**src/rtl/reg_scoreboard_if.sv**
```systemverilog
// ============================================================================
// Module      : reg_scoreboard_if
// Description : Decode/issue and writeback bundle for the register scoreboard.
//               master = pipeline side, slave = scoreboard side.
// Revision    : 1.0 - initial release
// ============================================================================
`default_nettype none

interface reg_scoreboard_if #(
  parameter int AW = 5,
  parameter int TW = 7
);
  logic          issue_valid;
  logic [AW-1:0] issue_rs1;
  logic [AW-1:0] issue_rs2;
  logic          issue_use_rs1;
  logic          issue_use_rs2;
  logic          issue_we;
  logic [AW-1:0] issue_rd;
  logic          issue_ready;
  logic          wb_valid;
  logic [AW-1:0] wb_rd;
  logic          flush;
  logic          busy_rs1;
  logic          busy_rs2;
  logic [TW-1:0] inflight;
  logic          wb_err;

  modport master (
    output issue_valid, issue_rs1, issue_rs2, issue_use_rs1, issue_use_rs2,
           issue_we, issue_rd, wb_valid, wb_rd, flush,
    input  issue_ready, busy_rs1, busy_rs2, inflight, wb_err
  );

  modport slave (
    input  issue_valid, issue_rs1, issue_rs2, issue_use_rs1, issue_use_rs2,
           issue_we, issue_rd, wb_valid, wb_rd, flush,
    output issue_ready, busy_rs1, busy_rs2, inflight, wb_err
  );
endinterface

`default_nettype wire

```
**src/rtl/reg_scoreboard.sv**
```systemverilog
// ============================================================================
// Module      : reg_scoreboard
// Description : Per-register pending-write counters for the RV32I pipeline.
//               Decode stalls while a used source has an outstanding write;
//               writeback retires entries. x0 is never tracked.
// Revision    : 1.0 - initial release
// ============================================================================
`default_nettype none

module reg_scoreboard #(
  parameter int NREGS = 32,
  parameter int AW    = 5,
  parameter int CNTW  = 2,
  parameter int TW    = 7
) (
  input  wire logic       clk,
  input  wire logic       rst,
  reg_scoreboard_if.slave sb
);

  localparam logic [CNTW-1:0] C_CNT_MAX = {CNTW{1'b1}};
  localparam logic [AW-1:0]   C_X0      = '0;

  logic [NREGS-1:0][CNTW-1:0] r_cnt;
  logic [TW-1:0]              r_inflight;
  logic                       r_wb_err;

  logic             w_busy_rs1;
  logic             w_busy_rs2;
  logic             w_rd_full;
  logic             w_ready;
  logic             w_inc;
  logic             w_dec;
  logic             w_wb_miss;
  logic [NREGS-1:0] w_inc_sel;
  logic [NREGS-1:0] w_dec_sel;

  // Hazard detection and issue/retire qualification from registered counts only
  always_comb begin
    w_busy_rs1 = (sb.issue_rs1 != C_X0) && (r_cnt[sb.issue_rs1] != '0);
    w_busy_rs2 = (sb.issue_rs2 != C_X0) && (r_cnt[sb.issue_rs2] != '0);
    w_rd_full  = sb.issue_we && (sb.issue_rd != C_X0) && (r_cnt[sb.issue_rd] == C_CNT_MAX);
    w_ready    = !(sb.issue_use_rs1 && w_busy_rs1) &&
                 !(sb.issue_use_rs2 && w_busy_rs2) &&
                 !w_rd_full;
    w_inc      = sb.issue_valid && w_ready && sb.issue_we && (sb.issue_rd != C_X0);
    w_dec      = sb.wb_valid && (sb.wb_rd != C_X0) && (r_cnt[sb.wb_rd] != '0);
    w_wb_miss  = sb.wb_valid && (sb.wb_rd != C_X0) && (r_cnt[sb.wb_rd] == '0);
  end

  // One-hot select of the register being incremented and the one being retired
  always_comb begin
    w_inc_sel = '0;
    w_dec_sel = '0;
    if (w_inc) w_inc_sel[sb.issue_rd] = 1'b1;
    if (w_dec) w_dec_sel[sb.wb_rd]    = 1'b1;
  end

  // Per-register counters; an inc and dec on the same register cancel out
  always_ff @(posedge clk or posedge rst) begin
    if (rst) begin
      r_cnt <= '0;
    end else if (sb.flush) begin
      r_cnt <= '0;
    end else begin
      for (int r = 1; r < NREGS; r++) begin
        if (w_inc_sel[r] && !w_dec_sel[r]) begin
          r_cnt[r] <= r_cnt[r] + CNTW'(1);
        end else if (w_dec_sel[r] && !w_inc_sel[r]) begin
          r_cnt[r] <= r_cnt[r] - CNTW'(1);
        end
      end
    end
  end

  // Total in-flight count; unchanged when an issue and a retire coincide
  always_ff @(posedge clk or posedge rst) begin
    if (rst) begin
      r_inflight <= '0;
    end else if (sb.flush) begin
      r_inflight <= '0;
    end else if (w_inc && !w_dec) begin
      r_inflight <= r_inflight + TW'(1);
    end else if (w_dec && !w_inc) begin
      r_inflight <= r_inflight - TW'(1);
    end
  end

  // Sticky flag for a writeback with nothing pending; a flush cycle never sets it
  always_ff @(posedge clk or posedge rst) begin
    if (rst) begin
      r_wb_err <= 1'b0;
    end else if (!sb.flush && w_wb_miss) begin
      r_wb_err <= 1'b1;
    end
  end

  assign sb.issue_ready = w_ready;
  assign sb.busy_rs1    = w_busy_rs1;
  assign sb.busy_rs2    = w_busy_rs2;
  assign sb.inflight    = r_inflight;
  assign sb.wb_err      = r_wb_err;

endmodule

`default_nettype wire

```
**src/flat_wrapper.sv**
```systemverilog
// flat-port wrapper written by rule: the top's interface ports become plain ports
module reg_scoreboard_flat 
#(
  parameter int NREGS = 32,
  parameter int AW    = 5,
  parameter int CNTW  = 2,
  parameter int TW    = 7
)
  (clk, rst, sb_issue_valid, sb_issue_rs1, sb_issue_rs2, sb_issue_use_rs1, sb_issue_use_rs2, sb_issue_we, sb_issue_rd, sb_wb_valid, sb_wb_rd, sb_flush, sb_issue_ready, sb_busy_rs1, sb_busy_rs2, sb_inflight, sb_wb_err);
  reg_scoreboard_if #(.AW(AW), .TW(TW)) sb_i ();
  input  wire logic clk;
  input  wire logic rst;
  input wire logic [$bits(sb_i.issue_valid)-1:0] sb_issue_valid;
  input wire logic [$bits(sb_i.issue_rs1)-1:0] sb_issue_rs1;
  input wire logic [$bits(sb_i.issue_rs2)-1:0] sb_issue_rs2;
  input wire logic [$bits(sb_i.issue_use_rs1)-1:0] sb_issue_use_rs1;
  input wire logic [$bits(sb_i.issue_use_rs2)-1:0] sb_issue_use_rs2;
  input wire logic [$bits(sb_i.issue_we)-1:0] sb_issue_we;
  input wire logic [$bits(sb_i.issue_rd)-1:0] sb_issue_rd;
  input wire logic [$bits(sb_i.wb_valid)-1:0] sb_wb_valid;
  input wire logic [$bits(sb_i.wb_rd)-1:0] sb_wb_rd;
  input wire logic [$bits(sb_i.flush)-1:0] sb_flush;
  output wire logic [$bits(sb_i.issue_ready)-1:0] sb_issue_ready;
  output wire logic [$bits(sb_i.busy_rs1)-1:0] sb_busy_rs1;
  output wire logic [$bits(sb_i.busy_rs2)-1:0] sb_busy_rs2;
  output wire logic [$bits(sb_i.inflight)-1:0] sb_inflight;
  output wire logic [$bits(sb_i.wb_err)-1:0] sb_wb_err;
  assign sb_i.issue_valid = sb_issue_valid;
  assign sb_i.issue_rs1 = sb_issue_rs1;
  assign sb_i.issue_rs2 = sb_issue_rs2;
  assign sb_i.issue_use_rs1 = sb_issue_use_rs1;
  assign sb_i.issue_use_rs2 = sb_issue_use_rs2;
  assign sb_i.issue_we = sb_issue_we;
  assign sb_i.issue_rd = sb_issue_rd;
  assign sb_i.wb_valid = sb_wb_valid;
  assign sb_i.wb_rd = sb_wb_rd;
  assign sb_i.flush = sb_flush;
  assign sb_issue_ready = sb_i.issue_ready;
  assign sb_busy_rs1 = sb_i.busy_rs1;
  assign sb_busy_rs2 = sb_i.busy_rs2;
  assign sb_inflight = sb_i.inflight;
  assign sb_wb_err = sb_i.wb_err;
  reg_scoreboard #(.NREGS(NREGS), .AW(AW), .CNTW(CNTW), .TW(TW)) u_core (.clk(clk), .rst(rst), .sb(sb_i));
endmodule
```
**config.mk**
```make
export PLATFORM = sky130hd
export DESIGN_NAME = reg_scoreboard_flat
export DESIGN_NICKNAME = d
export VERILOG_FILES = /design/src/rtl/reg_scoreboard_if.sv /design/src/rtl/reg_scoreboard.sv /design/src/flat_wrapper.sv
export SDC_FILE = /design/constraint.sdc
export NUM_CORES = 1
export LEC_CHECK = 0
export CAP_MARGIN = 20
export CORE_MARGIN = 1.5
export CORE_UTILIZATION = 50
export CTS_BUF_LIST = sky130_fd_sc_hd__clkbuf_8
export DETAILED_ROUTE_END_ITERATION = 12
export GPL_TIMING_DRIVEN = 0
export PLACE_DENSITY = 0.69
export SLEW_MARGIN = 20
export SYNTH_ARGS = -nofsm -noshare
export SYNTH_HDL_FRONTEND = slang
export SYNTH_SLANG_ARGS = --single-unit
```
**constraint.sdc**
```tcl
create_clock -name clk -period 5.9 [get_ports clk]
set_clock_uncertainty 0.2 [all_clocks]
set_input_delay 0.59 -clock clk [delete_from_list [all_inputs] [get_ports clk]]
set_output_delay 0.59 -clock clk [all_outputs]
set_load 0.01 [all_outputs]
```
# Word-level counts from Yosys, hierarchy flattened
# Cells that the tools add are included.
# word_totals
ff_bits	70
latch_bits	0
mem_bits_rw	0
rom_bits	0
inputBits	28
out_inout_bits	11
wordCells	373
memories	0
# op_classes
add_sub_neg	64
n_mul	0
div_mod_pow	0
magnitude_cmp	6
n_eq_ne	1
shift	0
n_mux	80
bitwise	0
n_reduce_logical	189
# op_table
operator	n
$mux W2	66
$reduce_bool A3 Y1	32
$logic_and A1 B1 Y1	81
$logic_not A1 Y1	68
$mux W32	2
$add A2 B1 Y2 const B	31
$mux W62	1
$sub A2 B1 Y2 const B	31
$bmux W2 S5	4
$lt A5 B6 Y1 const B	4
$mux W7	3
$reduce_bool A5 Y1	4
$demux W1 S5	2
$ge A5 B1 Y1 const B	2
$add A7 B1 Y7 const B	1
$sub A7 B1 Y7 const B	1
$reduce_bool A2 Y1	3
$eq A2 B2 Y1 const B	1
$logic_not A2 Y1	1
$mux W1	2

# Logic depth before layout (Yosys ltp)
# logic_depth
word_depth	17
depth_mapped	19
ltp_nobuf	16

# Least setup slack after synthesis
# Ideal clock, no wire load.
# synth_timing
path_kind	input to register
start	input port sb_wb_rd[4]
end	register u_core.r_inflight[6] (netlist: u_core.sb.inflight[6])
setup_ns	0.128
arrival_ns	3.934
required_ns	5.572
path_slack_ns	1.639
path_stages	19
n_path_buf	3
cell_sequence	buf_2 -> or3b_1 -> buf_2 -> a211oi_1 -> nor3b_1 -> o2111ai_4 -> o21ai_2 -> and3_1 -> buf_2 -> inv_2 -> fa_1 -> a21oi_1 -> nor2_1 -> nor2_1 -> nor2b_1 -> o21a_1 -> or3_1 -> o21ai_1 -> mux2_1
# synth_between
elab_chain_cells	8
word_cells_on_any_way	12
classes_between	mux (4); reduce/logical (8)
# synth_rtl
item	line	source
start: declaration	flat_wrapper.sv:21	input wire logic [$bits(sb_i.wb_rd)-1:0] sb_wb_rd;
$bmux W2 S5	reg_scoreboard.sv:47	w_dec = sb.wb_valid && (sb.wb_rd != C_X0) && (r_cnt[sb.wb_rd] != '0);
$mux W2 (implied by the code)	reg_scoreboard.sv:47	
$reduce_bool A2 Y1	reg_scoreboard.sv:47	
$logic_and A1 B1 Y1 *	reg_scoreboard.sv:47	
$logic_not A1 Y1	reg_scoreboard.sv:82	end else if (w_inc && !w_dec) begin
$logic_and A1 B1 Y1	reg_scoreboard.sv:82	
$mux W7	reg_scoreboard.sv:82	
$mux W7	reg_scoreboard.sv:80	end else if (sb.flush) begin
end signal: assignment	reg_scoreboard.sv:83	r_inflight <= r_inflight + TW'(1);
end signal: assignment	reg_scoreboard.sv:85	r_inflight <= r_inflight - TW'(1);
end: declaration	reg_scoreboard.sv:25	logic [TW-1:0] r_inflight;
# Every way passes the cells marked *; elsewhere a longest branch is shown, timed or not. The select of a mux whose other input is x is not followed.
# A chain may end at the register's enable or synchronous reset.

# Worst setup path in the final report
# layout_timing
start	input port sb_issue_rd[1]
end	register u_core.r_inflight[6] (netlist: u_core.sb.inflight[6])
# layout_between
elab_chain_cells	12
word_cells_on_any_way	17
classes_between	eq/ne (1); mux (4); reduce/logical (12)
# layout_rtl
item	line	source
start: declaration	flat_wrapper.sv:19	input wire logic [$bits(sb_i.issue_rd)-1:0] sb_issue_rd;
$bmux W2 S5	reg_scoreboard.sv:42	w_rd_full = sb.issue_we && (sb.issue_rd != C_X0) && (r_cnt[sb.issue_rd] == C_CNT_MAX);
$mux W2 (implied by the code)	reg_scoreboard.sv:42	
$eq A2 B2 Y1	reg_scoreboard.sv:42	
$logic_and A1 B1 Y1	reg_scoreboard.sv:42	
$logic_not A1 Y1	reg_scoreboard.sv:45	!w_rd_full;
$logic_and A1 B1 Y1	reg_scoreboard.sv:44	!(sb.issue_use_rs2 && w_busy_rs2) &&
$logic_and A1 B1 Y1 (2 in series)	reg_scoreboard.sv:46	w_inc = sb.issue_valid && w_ready && sb.issue_we && (sb.issue_rd != C_X0);
$logic_and A1 B1 Y1 *	reg_scoreboard.sv:46	
$logic_and A1 B1 Y1 or $logic_not A1 Y1 (tied branches)	reg_scoreboard.sv:82, reg_scoreboard.sv:84	
$mux W7 or $logic_and A1 B1 Y1 (tied branches)	reg_scoreboard.sv:82, reg_scoreboard.sv:84	
$mux W7 or $reduce_bool A3 Y1 (tied branches)	--	
# Marks and branches as above.

==> impl_metrics.env <==
export IMPL_grt_overflow=0
export IMPL_crit_type="input pin to register"
export IMPL_gp_congestion=1.061
export IMPL_syn_avg_cell_area_um2=8.440
export IMPL_post_drt_wl_per_cell_um=25.05
export IMPL_arrival_ps=5400
export IMPL_chipWidth_um=113.8
export IMPL_synth_area_leaders="dfrtp_1 29%, nor2_1 5.9%, mux4_2 5.5%"
export IMPL_synth_top_cell_area_share_pct=28.55
export IMPL_yosysWarningCount=0
export IMPL_synthMostInstantiatedCell="nor2_1"
export IMPL_critPathRequiredTime_ps=5960
export IMPL_path_cells="clkdlybuf4s50_1 > buf_6 > buf_2 > mux2i_1 > o32ai_1 > o31ai_1 > o2111ai_1 > a21oi_2 > and3_1 > buf_2 > inv_2 > fa_1 > a21oi_1 > nor2_1 > nor2_1 > nor2b_1 > o21a_1 > or3_1 > o21ai_1 > mux2_1"
export IMPL_fin_nets=806
export IMPL_num_io_pins=39
export IMPL_rsz0062_at_grt="false"
export IMPL_antenna_cells=0
export IMPL_yosys_area_top_type="dfrtp_1"
export IMPL_wl_um=23150
export IMPL_synthToLayoutAreaGrowth_pct=11.73
export IMPL_timing_rr_end="u_core.sb.inflight[6]$_DFFE_PP0P_"
export IMPL_vdd_ir_drop_max_v=0.0001191
export IMPL_cts_clk_slew_worst_paths_ps=80
export IMPL_cts_resized=0
export IMPL_cp_start_kind="input pin"
export IMPL_routed_via_density=6.850
export IMPL_fmax_ghz=0.1873
export IMPL_die_area_um2=12950
export IMPL_outcome="finished clean"
export IMPL_slew_headroom_pct=29.02
export IMPL_ys_ff_latch=70
export IMPL_r2r_slack_ps=1070
export IMPL_period_minus_slack_ps=5339
export IMPL_crit_cells=20
export IMPL_whs_ps=286.7
export IMPL_syn_nets=761
export IMPL_route_detailed_drc=0
export IMPL_postCtsHoldBufs=0
export IMPL_power_density_nw_per_um2=172.1
export IMPL_dr_pass1_iters=5
export IMPL_p_leak_nw=2.600
export IMPL_core_area_um2=12010
export IMPL_crit_path_end_kind="register"
export IMPL_portBuffers=33
export IMPL_setup_violations=0
export IMPL_yosysSeqAreaShare_pct=28.55
export IMPL_ys_types=81
export IMPL_clk_latency_ps=390
export IMPL_grt_pass1_wl_um=35310
export IMPL_die_h_um=113.8
export IMPL_netlist_area_um2=6136
export IMPL_setup_ws_ps=560.6
export IMPL_finalHoldViolCount=0
export IMPL_slowest_stage="clkdlybuf4s50_1"
export IMPL_crit_start="sb_issue_rd[1]"
export IMPL_drt_iter0_drc=661
export IMPL_final_max_slew_viol_count=0
export IMPL_finalSetupTns_ps=0
export IMPL_grt_pass1_vias=6040
export IMPL_row_count=40
export IMPL_cp_top_family="buffers and inverters"
export IMPL_worst_slew_pin_slew_ps=1057
export IMPL_drive_gt1_share_pct=11.20
export IMPL_track_usage_pct=36.97
export IMPL_reg2regPathDepth=17
export IMPL_cts_setup_buffers=0
export IMPL_place_ws_ps=270.8
export IMPL_cp_buffers_inverters=5
export IMPL_syn_inst=727
export IMPL_synthArstFlopShare_pct=100.0
export IMPL_grt_max_degree=40
export IMPL_root_buffer="clkbuf_8"
export IMPL_cp_max_fo=11
export IMPL_drtAntennaViolNets=0
export IMPL_timing_rr_start="u_core.r_cnt[4]$_DFFE_PP0P_"
export IMPL_synth_top_flop_cell="dfrtp_1"
export IMPL_htree_levels=3
export IMPL_cts_buffer_depth=2
export IMPL_maxCapViolCount=0
export IMPL_numCtsBuffers=9
export IMPL_min_path_type="register to register"
export IMPL_start_util_pct=51.08
export IMPL_dpl_hpwl_um=17330
export IMPL_antenna_found_initial=0
export IMPL_vias=6329
export IMPL_cts_sinks=70
export IMPL_fin_crit_sh_pct=90.50
export IMPL_p_total_mw=1.180
export IMPL_max_stage_delay_ps=660
export IMPL_critPathCapture="u_core.sb.inflight[6]$_DFFE_PP0P_"
export IMPL_synth_common_cells="96 x nor2_1, 70 x dfrtp_1, 38 x nor3_1, 36 x a21oi_1, 36 x o21ai_0"
export IMPL_synth_edf_count=0
export IMPL_cts_tree="built"
## flip-flops by register name, summed over array words and instances (netlist names)
| register | count |
|---|---|
| u_core.r_cnt | 62 |
| u_core.sb.wb_err | 1 |
| u_core.sb.inflight | 7 |
## worst min path at each step
stage | start | endpoint | slack [ps] | cells after the start
4_1_cts | u_core.sb.wb_err$_DFFE_PP0P_ | u_core.sb.wb_err$_DFFE_PP0P_ | 290 | 2
5_1_grt | u_core.sb.wb_err$_DFFE_PP0P_ | u_core.sb.wb_err$_DFFE_PP0P_ | 310 | 2
6_report | u_core.sb.wb_err$_DFFE_PP0P_ | u_core.sb.wb_err$_DFFE_PP0P_ | 290 | 2
3_5_place_dp | u_core.sb.wb_err$_DFFE_PP0P_ | u_core.sb.wb_err$_DFFE_PP0P_ | 270 | 2
2_1_floorplan | u_core.sb.wb_err$_DFFE_PP0P_ | u_core.sb.wb_err$_DFFE_PP0P_ | 300 | 2
3_3_place_gp | u_core.sb.wb_err$_DFFE_PP0P_ | u_core.sb.wb_err$_DFFE_PP0P_ | 260 | 2
## logic make-up after synthesis
logic type	synth area share [%]
AND/OR/NAND/NOR	24.92
flip-flops	28.55
AO/OA/AOI/OAI	20.90
buffers and inverters	5.730
adder cells (fa/ha/maj)	1.346
XOR/XNOR	8.585
multiplexers	9.971
## worst register-to-register path: stages (launching register included)
cell and delay (ps):
dfrtp_1 480, or2_1 340, a21o_1 200, a31o_1 220
o41a_1 420, a32oi_2 440, and3_1 230, buf_2 190
inv_2 130, fa_1 430, a21oi_1 160, nor2_1 50
nor2_1 160, nor2b_1 70, o21a_1 180, or3_1 300
o21ai_1 170, mux2_1 330
## cell usage in the layout, fill, tap and decap left out, drive strengths merged, types with 28 or more instances in the layout
| cell | synthesis | final |
|---|---|---|
| o21ai | 43 | 43 |
| nor3 | 38 | 38 |
| nand4 | 32 | 32 |
| dfrtp | 70 | 70 |
| nand2 | 32 | 32 |
| clkdlybuf4s50 | 0 | 33 |
| clkbuf | 26 | 35 |
| inv | 25 | 28 |
| nor2 | 97 | 97 |
| a21oi | 37 | 37 |
## area by class of cell
cell class              instances  area [µm²]
well taps                     147       183.9
clock inverters                 7       58.81
repair buffers                 34       350.3
clock buffers                   9       123.9
flip-flops and latches         70        1752
multi-input cells             580        4033
plain buffers                  52       257.7
inverters                      25       96.34
fillers                      1145        5156
## power breakdown
group | internal [mW] | total, mW | switching (mW)
combinational | 0.111 | 0.287 | 0.176
sequential | 0.488 | 0.499 | 0.0109
clock | 0.189 | 0.394 | 0.204
total | 0.789 | 1.18 | 0.391
## routing by layer
layer	global-route usage [%]	share of wire, %
met1	49.52	40
met2	57.47	44
met3	8.927	11
met4	15.50	4.6
met5	0	0
## stage by stage
step                      std cells  instance area, µm²  util, %
final                           924                6855    57.07
after floorplan                 727                6136        -
after global routing            924                6855    57.07
after detailed placement        908                6673    55.55
after global placement          907                6650    55.36
after CTS                       924                6855    57.07
(Power assumes the default switching activity.)
